$ cat config.mk
export PLATFORM = sky130hd
export DESIGN_NAME = leakyrelu_stream_ctrl
export DESIGN_NICKNAME = d
export VERILOG_FILES = /design/src/rtl/leakyrelu_stream_ctrl.sv
export SDC_FILE = /design/constraint.sdc
export NUM_CORES = 1
export LEC_CHECK = 0
export ABC_AREA = 1
export CORE_UTILIZATION = 49
export CTS_CLUSTER_DIAMETER = 150
export CTS_CLUSTER_SIZE = 20
export DETAILED_ROUTE_END_ITERATION = 16
export DONT_BUFFER_PORTS = 1
export PLACE_DENSITY = 0.63
export SLEW_MARGIN = 15
export SYNTH_ARGS = -nofsm -noshare
export SYNTH_HDL_FRONTEND = slang
export SYNTH_SLANG_ARGS = --single-unit
$ cat constraint.sdc
create_clock -name clk -period 8.2 [get_ports clk]
set_input_delay 1.64 -clock clk [delete_from_list [all_inputs] [get_ports clk]]
set_output_delay 1.64 -clock clk [all_outputs]
set_load 0.05 [all_outputs]
$ cat src/rtl/leakyrelu_stream_ctrl.sv
// Stream controller for an external, non-stallable leaky-ReLU datapath.
// Bytes are issued into the datapath against credit. A tag shift register
// follows each byte through the pipeline so its result can be captured into
// a small FIFO. Credit counts in-flight plus buffered results, so a result
// always has a free slot when it emerges.
module leakyrelu_stream_ctrl #(
    parameter int PIPE_LAT  = 5,
    parameter int BUF_DEPTH = 8
) (
    input  logic        clk,
    input  logic        rst,
    input  logic        start,
    input  logic [7:0]  cfg_zero,
    input  logic [15:0] cfg_len,
    output logic        busy,
    output logic        done,
    input  logic [7:0]  in_data,
    input  logic        in_valid,
    output logic        in_ready,
    output logic [7:0]  dp_data,
    output logic [7:0]  dp_zero,
    input  logic [7:0]  dp_result,
    output logic [7:0]  out_data,
    output logic        out_valid,
    input  logic        out_ready
);

    localparam int PW = (BUF_DEPTH > 1) ? $clog2(BUF_DEPTH) : 1;
    localparam int OW = $clog2(BUF_DEPTH + 1);

    typedef enum logic [1:0] {
        IDLE  = 2'd0,
        RUN   = 2'd1,
        DRAIN = 2'd2,
        DONE  = 2'd3
    } state_t;

    state_t state, state_nxt;

    logic [7:0]    zero_q;
    logic [15:0]   len_q;
    logic [15:0]   issued;
    logic [15:0]   inflight;
    logic [15:0]   delivered;
    logic [PIPE_LAT:0] tag_sr;
    logic [7:0]    mem [BUF_DEPTH];
    logic [PW-1:0] wr_ptr;
    logic [PW-1:0] rd_ptr;
    logic [OW-1:0] occ;

    logic fire;
    logic start_go;
    logic buf_wr;
    logic buf_rd;
    logic [16:0] credit_used;

    // Circular pointer advance that also works for non power-of-two depths.
    function automatic logic [PW-1:0] ptr_inc(input logic [PW-1:0] p);
        return (p == PW'(BUF_DEPTH - 1)) ? '0 : p + 1'b1;
    endfunction

    assign start_go    = (state == IDLE) && start;
    assign fire        = in_valid && in_ready;
    assign buf_wr      = tag_sr[PIPE_LAT];
    assign buf_rd      = out_valid && out_ready;
    assign credit_used = 17'(inflight) + 17'(occ);

    assign in_ready  = (state == RUN) && (issued < len_q) &&
                       (credit_used < 17'(BUF_DEPTH));
    assign out_valid = (occ != '0);
    assign out_data  = out_valid ? mem[rd_ptr] : 8'd0;
    assign dp_zero   = zero_q;

    // State register.
    always_ff @(posedge clk) begin
        if (rst) state <= IDLE;
        else     state <= state_nxt;
    end

    // Next-state logic and status outputs.
    always_comb begin
        state_nxt = state;
        busy      = 1'b1;
        done      = 1'b0;
        case (state)
            IDLE: begin
                busy = 1'b0;
                if (start) state_nxt = (cfg_len == 16'd0) ? DONE : RUN;
            end
            RUN: begin
                if (issued == len_q) state_nxt = DRAIN;
            end
            DRAIN: begin
                if ((delivered == len_q) && (inflight == 16'd0) && (occ == '0))
                    state_nxt = DONE;
            end
            DONE: begin
                done      = 1'b1;
                state_nxt = IDLE;
            end
            default: state_nxt = IDLE;
        endcase
    end

    // Job configuration is captured only when a start is accepted in IDLE.
    always_ff @(posedge clk) begin
        if (rst) begin
            zero_q <= 8'd0;
            len_q  <= 16'd0;
        end else if (start_go) begin
            zero_q <= cfg_zero;
            len_q  <= cfg_len;
        end
    end

    // Datapath input register: loads on a fire, holds otherwise.
    always_ff @(posedge clk) begin
        if (rst)       dp_data <= 8'd0;
        else if (fire) dp_data <= in_data;
    end

    // Tag shift register marking which pipeline slots carry a live byte.
    always_ff @(posedge clk) begin
        if (rst) tag_sr <= '0;
        else     tag_sr <= {tag_sr[PIPE_LAT-1:0], fire};
    end

    // Job progress counters.
    always_ff @(posedge clk) begin
        if (rst || start_go) begin
            issued    <= 16'd0;
            inflight  <= 16'd0;
            delivered <= 16'd0;
        end else begin
            if (fire)   issued    <= issued + 16'd1;
            if (buf_rd) delivered <= delivered + 16'd1;
            case ({fire, buf_wr})
                2'b10:   inflight <= inflight + 16'd1;
                2'b01:   inflight <= inflight - 16'd1;
                default: inflight <= inflight;
            endcase
        end
    end

    // FIFO pointers and occupancy; a simultaneous write and pop cancel out.
    always_ff @(posedge clk) begin
        if (rst) begin
            wr_ptr <= '0;
            rd_ptr <= '0;
            occ    <= '0;
        end else begin
            if (buf_wr) wr_ptr <= ptr_inc(wr_ptr);
            if (buf_rd) rd_ptr <= ptr_inc(rd_ptr);
            case ({buf_wr, buf_rd})
                2'b10:   occ <= occ + 1'b1;
                2'b01:   occ <= occ - 1'b1;
                default: occ <= occ;
            endcase
        end
    end

    // FIFO storage captures the datapath result as its tag leaves.
    always_ff @(posedge clk) begin
        if (buf_wr) mem[wr_ptr] <= dp_result;
    end

    // The credit scheme must make a write into a full buffer impossible.
    a_no_overflow: assert property (@(posedge clk) disable iff (rst)
        !(buf_wr && (occ == OW'(BUF_DEPTH))));

endmodule

==> results.tsv, run 1 <==
metric	value	unit
leak pwr	3.929	nW
clk_skew	0.009298	ns
Crit path max-delay family	compound AO/OA/AOI/OAI gates	
Buf/Inv on CP	2	
CTS Hold Bufs	0	
Nets	1201	
met3 WL	840	um
Post-Syn Area	8850	um^2
WL met1	9.776	mm
first-pass GRT wire length	32.31	mm
final-report max-slew violation count	0	
Tot GR Track Use	0.2243	
Post-Route WL	20.22	mm
crit start category	flip-flop	
DR WL met2	9.337	mm
Top Metal Used	met4	
setup TNS	0	ns
hold slack final	0.3996	ns
drt first pass iters	5	
fin util	0.5496	
placed cell areas	9014	um^2
setup slack, reg-to-reg	3.82	ns
vias post-DR	7190	
Worst slew margin	0.1829	
gpl congestion	0.8955	
Final Hold Viols	0	
Die Wd	136.4	um
dpl ws	3.854	ns
Critical Path Fanout Max	33	
largest net degree at the start of global routing	41	
Ys Warns	0	
CTS resizes	0	
ANT cells	0	
Synth async-reset ratio	0	
syn_area_per_cell	7.923	um^2
Num CTS Buffers	17	
arrival time at the worst endpoint	3.03	ns
Slew @ Worst Pin	1.220	ns
worst hold path class	flip-flop to flip-flop	
Net Count, Synth	1212	
Design Power	2.782	mW
final worst slack	3.530	ns
area grow syn2layout	8.539	%
Remaining DRCs	0	
Pwr Density	289.6	nW/um^2
clock tree buffer depth	2	
minimum clock period	4.670	ns
crit path cell chain	buf_4 > inv_1 > o21ai_0 > o22ai_1 > o21ai_0 > a31oi_1	
Max-cap violations	0	
Syn Inst Count	1117	
Crit path largest cell delay	0.87	ns
FMAX	214.1	MHz
VDD IR max	0.1966	mV
TritonCTS clock tree	built	
ratio of cells with drive above 1 in the final layout	0.05809	
Avg WL per Cell	15.04	um
row cnt	48	
Final setup viols	0	
Crit Path Class	flip-flop to output pin	
Top FF cell, synth	dfxtp_1	
required time worst endpoint	6.56	ns
dpl cells	1312	
Reg clk slew, reported paths	0.07	ns
Initial Util	0.5064	
Post-Layout Cell Count	1344	
initial antenna violation count	0	
vias in the first global route	6620	
RSZ-0062 raised after global routing	false	
global route total overflow	0	
EDFF count, synth	64	
critical path capture point type	output pin	
sequential share of the synthesized area	0.4456	
Routed Antenna Nets	0	
Ports	73	
CP most frequent cell	o21ai_0	
vias per inst	5.350	
die area	18600	um^2
Post-CTS Setup Inserts	0	
CTS H-tree lvls	4	
Crit-path slowest cell	a31oi_1	
fin crit share	0.5695	
Starting DRT DRC Count	412	
Non-Filler Cell Area, Final	9605	um^2
CTS Sinks	165	
Die Y	136.4	um
synthesized flop and latch total	165	
distinct cell type count after synthesis	41	
Final HPWL DP	14.44	mm
outcome	finished clean	
CTS root buf	clkbuf_16	
placeable core area	17480	um^2
IO Port Bufs	0	
Skew-Pair Late Insertion Delay	0.43	ns
[worst register-to-register path, cell delays in order (launching register included)]
cell     delay, ns
dfxtp_1       0.35
ha_1          0.38
nand2_2       0.11
inv_1         0.07
nand2_2       0.09
nand3_4       0.12
nand2_1       0.10
nand2_1       0.06
nand2_1       0.09
nand3_1       0.08
nor3b_1       0.25
nand4_1       0.18
ha_1          0.48
ha_1          0.48
nand3_1       0.09
nand2_1       0.11
a21oi_1       0.12
o21ai_0       0.35
nand3_1       0.17
o21ai_0       0.30
nor2_1        0.07
o21ai_0       0.18
inv_1         0.06
[sequential cells by signal, indices dropped and copies added, names as in the netlist, 6 cells and up, named ones only]
register,flops
dp_data,8
issued,16
inflight,16
tag_sr,6
len_q,16
delivered,16
mem,64
dp_zero,8
[layout by cell type (no fill, tap or decap), types with 3 or more instances in the layout]
cell type	netlist	layout
a21o_1	4	4
a21oi_1	94	94
a31oi_1	8	8
buf_4	2	6
clkbuf_16	0	17
clkinv_1	2	4
dfxtp_1	101	101
edfxtp_1	64	64
ha_1	48	48
inv_1	126	126
inv_2	4	4
inv_6	0	6
nand2_1	178	178
nand2_2	13	13
nand3_1	47	47
nand4_1	37	37
nor2_1	152	152
nor2_2	6	6
nor2_4	3	3
nor3_1	12	12
nor4_1	8	8
o211ai_1	3	3
o21a_1	4	4
o21ai_0	101	101
o22ai_1	15	15
xnor2_1	16	16
xor2_1	20	20
[synthesized netlist by cell type (6+ instances only)]
cell type	n	share of area
ha_1	48	0.068
edfxtp_1	64	0.22
xor2_1	20	0.020
nand2_1	178	0.075
a31oi_1	8	0.0057
clkbuf_1	26	0.011
o21ai_0	101	0.057
nor4_1	8	0.0057
nand4_1	37	0.026
o22ai_1	15	0.011
dfxtp_1	101	0.23
nor2_2	6	0.0042
nand2_2	13	0.0092
xnor2_1	16	0.016
nor3_1	12	0.0068
nand3_1	47	0.027
nor2_1	152	0.064
inv_1	126	0.053
a21oi_1	94	0.053
[worst paths after layout]
check,cells past startpoint,endpoint,from
worst max register to register,22,inflight[11]$_SDFFE_PP0P_,inflight[3]$_SDFFE_PP0P_
worst max-delay path,6,out_data[0],flip-flop
worst min register to register,2,tag_sr[2]$_SDFF_PP0_,tag_sr[1]$_SDFF_PP0_
worst min-delay path,2,tag_sr[2]$_SDFF_PP0_,tag_sr[1]$_SDFF_PP0_
[area by class of cell]
class,instances,area [um^2]
clock inverters,15,166.4
multi-input cells,784,4248
fillers,1681,7871
well taps,225,281.5
inverters,132,495.5
repair buffers,6,45.04
flip-flops and latches,165,3944
clock buffers,17,425.4
[cell families after synthesis]
family,share of synthesized area
and+or+nand+nor,0.2312
AOI/OAI and AO/OA,0.1397
buffers and inverters,0.07437
DFF,0.4456
adders and majority gates,0.07239
xor gates and xnor gates,0.03563
muxes,0.001131
[power breakdown]
part           internal [mW]  total (mW)  switching [mW]
sequential             0.923        1.05           0.130
combinational          0.249       0.922           0.673
clock                  0.457       0.807           0.350
total                   1.63        2.78            1.15
[routing by layer]
| metal | GRT usage | vias up |
|---|---|---|
| li1 | - | 3736 |
| met1 | 0.3022 | 3305 |
| met2 | 0.3641 | 130 |
| met3 | 0.03952 | 19 |
| met4 | 0.07037 | 0 |
| met5 | 0 | - |
Power figures use the tool's default switching activity.
==> inputs of run 2 (changes only) <==
- clock period: 8.2 -> 4.7 ns (I/O delays scaled with it)
==> run 2 against run 1 <==
  * Setup slack got worse by 2.9 ns
  * Sequential share of layout area decreased by 0.27 points
  * Flip-flop and latch count did not move
  * Combinational power up 87%
  * Clock-buffer cell count unchanged
  * Final cell count increased by 0.82%
  * Register-to-register slack got worse by 3.2 ns
  * Die area unchanged
  * Global-route usage grew 0.84 points
==> results.tsv, run 2 (synthesis results as in run 1) <==
metric	value	unit
outcome	finished clean	
row cnt	48	
Crit-path slowest cell	ha_1	
Pint	2.819	mW
final-report max-slew violation count	0	
most common cell after layout, fill and taps aside	nand2_1	
clock tree buffer depth	2	
Reg clk slew, reported paths	0.07	ns
die area	18600	um^2
vias post-DR	7368	
Post-Route WL	20.50	mm
Buf/Inv on CP	3	
first-pass GRT wire length	33.58	mm
drt first pass iters	4	
Starting DRT DRC Count	450	
gpl congestion	0.9380	
Die Wd	136.4	um
Crit Path Class	flip-flop to flip-flop	
r2r startpoint	inflight[2]$_SDFFE_PP0P_	
IO Port Bufs	0	
CTS Sinks	165	
CTS root buf	clkbuf_16	
Crit path max-delay family	simple AND/OR/NAND/NOR gates	
Pwr Density	505.7	nW/um^2
vias per inst	5.438	
max FFs per register	64	
TritonCTS clock tree	built	
ANT cells	0	
minimum clock period	4.067	ns
initial antenna violation count	0	
Final setup viols	0	
vias in the first global route	6782	
clk_skew	0.01249	ns
Nets	1212	
hold slack final	0.3959	ns
Final HPWL DP	14.56	mm
Worst Hold Depth	2	
RSZ-0062 raised after global routing	false	
global route total overflow	0	
Routed Antenna Nets	0	
combinational power share	0.352	
worst hold endpoint	tag_sr[3]$_SDFF_PP0_	
largest net degree at the start of global routing	40	
Reg with most FFs	mem	
hold_sp	tag_sr[2]$_SDFF_PP0_	
Worst slew margin	0.3816	
Reg2Reg Depth	24	
Initial Util	0.5064	
most frequent cells in the layout	178 x nand2_1, 152 x nor2_1, 126 x inv_1	
worst hold path class	flip-flop to flip-flop	
CTS H-tree lvls	4	
sequential share of power	0.371	
Die Y	136.4	um
crit start category	flip-flop	
Avg WL per Cell	15.13	um
critical path capture point type	flip-flop	
Remaining DRCs	0	
setup slack, reg-to-reg	0.63	ns
Post-CTS Setup Inserts	0	
VDD IR max	0.3253	mV
Num CTS Buffers	17	
Final Hold Viols	0	
required time worst endpoint	5.03	ns
FMAX	245.9	MHz
fin crit share	0.8652	
leak pwr	3.985	nW
Skew-Pair Late Insertion Delay	0.43	ns
Max-cap violations	0	
Slew @ Worst Pin	0.9243	ns
ratio of cells with drive above 1 in the final layout	0.06991	
Sw Share	0.4236	
arrival time at the worst endpoint	4.39	ns
placeable core area	17480	um^2
area grow syn2layout	9.261	%
CP most frequent cell	nand2_1	
Critical Path Fanout Max	16	
Ports	73	
Crit path largest cell delay	0.40	ns
Reg-to-Reg End	inflight[11]$_SDFFE_PP0P_	
setup TNS	0	ns
Tot GR Track Use	0.2328	
crit path cell chain	ha_1 > nand2_1 > nand2_1 > inv_1 > nand2_1 > nand2_1 > nand2_1 > nand2_1 > nand2_1 > inv_1 > nor2_1 > nor3b_1 > nand4_1 > ha_2 > ha_1 > nand3_1 > nand2_1 > a21oi_1 > o21ai_0 > nand3_1 > o21ai_0 > nor2_1 > o21ai_0 > inv_1	
switching power total	2.071	mW
clock network power share	0.277	
[run 2: changes by cell type in the layout (fill, tap and decap cells not counted), sizes merged]
cell / change
clkinvlp: -2
clkinv: +1
buf: +11
bufinv: -2
inv: +3
[run 2: worst register-to-register path, cell delays in order, from the launching register on]
cell	delay (ns)
dfxtp_1	0.34
ha_1	0.35
nand2_1	0.08
nand2_1	0.07
inv_1	0.07
nand2_1	0.09
nand2_1	0.11
nand2_1	0.06
nand2_1	0.07
nand2_1	0.08
inv_1	0.08
nor2_1	0.04
nor3b_1	0.20
nand4_1	0.18
ha_2	0.34
ha_1	0.40
nand3_1	0.10
nand2_1	0.11
a21oi_1	0.12
o21ai_0	0.35
nand3_1	0.18
o21ai_0	0.25
nor2_1	0.06
o21ai_0	0.15
inv_1	0.05
[run 2: final cells by class]
class / instances / area [um^2]
Clock buffer: 17 / 425.4
Clock inverter: 15 / 145.1
Fill cell: 1697 / 7807
Inverter: 132 / 495.5
Multi-Input combinational cell: 784 / 4250
Sequential cell: 165 / 3944
Tap cell: 225 / 281.5
Timing Repair Buffer: 17 / 127.6
[run 2: worst max-delay path by stage]
stage | from | to | slack [ns] | depth (start not counted)
floorplan | inflight[3]$_SDFFE_PP0P_ | inflight[12]$_SDFFE_PP0P_ | 1.07 | 24
global placement | issued[11]$_SDFFE_PP0P_ | inflight[11]$_SDFFE_PP0P_ | 0.59 | 19
detailed placement | inflight[2]$_SDFFE_PP0P_ | inflight[11]$_SDFFE_PP0P_ | 0.49 | 24
CTS | inflight[2]$_SDFFE_PP0P_ | inflight[11]$_SDFFE_PP0P_ | 0.48 | 24
global route | inflight[2]$_SDFFE_PP0P_ | inflight[11]$_SDFFE_PP0P_ | 0.08 | 24
finish | inflight[2]$_SDFFE_PP0P_ | inflight[11]$_SDFFE_PP0P_ | 0.63 | 24
[run 2: per-stage QoR]
step / worst slack, ns / total power, mW / util / instances / area, um^2
floorplan: 1.066 / 3.165 / - / 1117 / 8850
global placement: 0.5885 / 3.558 / 0.5205 / 1323 / 9096
detailed placement: 0.4938 / 3.576 / 0.5205 / 1323 / 9096
CTS: 0.4752 / 4.934 / 0.5531 / 1355 / 9667
global route: 0.07682 / 5.195 / 0.5533 / 1355 / 9669
finish: 0.6334 / 4.890 / 0.5533 / 1355 / 9669
[run 2: repair_timing]
item                       in CTS  in global routing
resized for setup               0                  1
hold buffers                    0                  0
setup endpoints to repair       0                  2
[run 2: per-layer routing]
| layer | vias to the layer above | GRT usage | routed length (um) |
|---|---|---|---|
| met1 | 3394 | 0.3162 | 9741 |
| li1 | 3766 | - | - |
| met4 | 0 | 0.08519 | 337 |
| met2 | 184 | 0.3734 | 9478 |
| met3 | 24 | 0.03579 | 939 |
| met5 | - | 0 | 0 |
[run 2: power by group through the flow]
stage | Clock, mW | Combinational, mW | Sequential, mW
2_1_floorplan | 0 | 1.35 | 1.82
3_3_place_gp | 0 | 1.71 | 1.85
3_5_place_dp | 0 | 1.73 | 1.85
6_report | 1.35 | 1.72 | 1.82
5_1_grt | 1.44 | 1.93 | 1.83
4_1_cts | 1.38 | 1.74 | 1.81
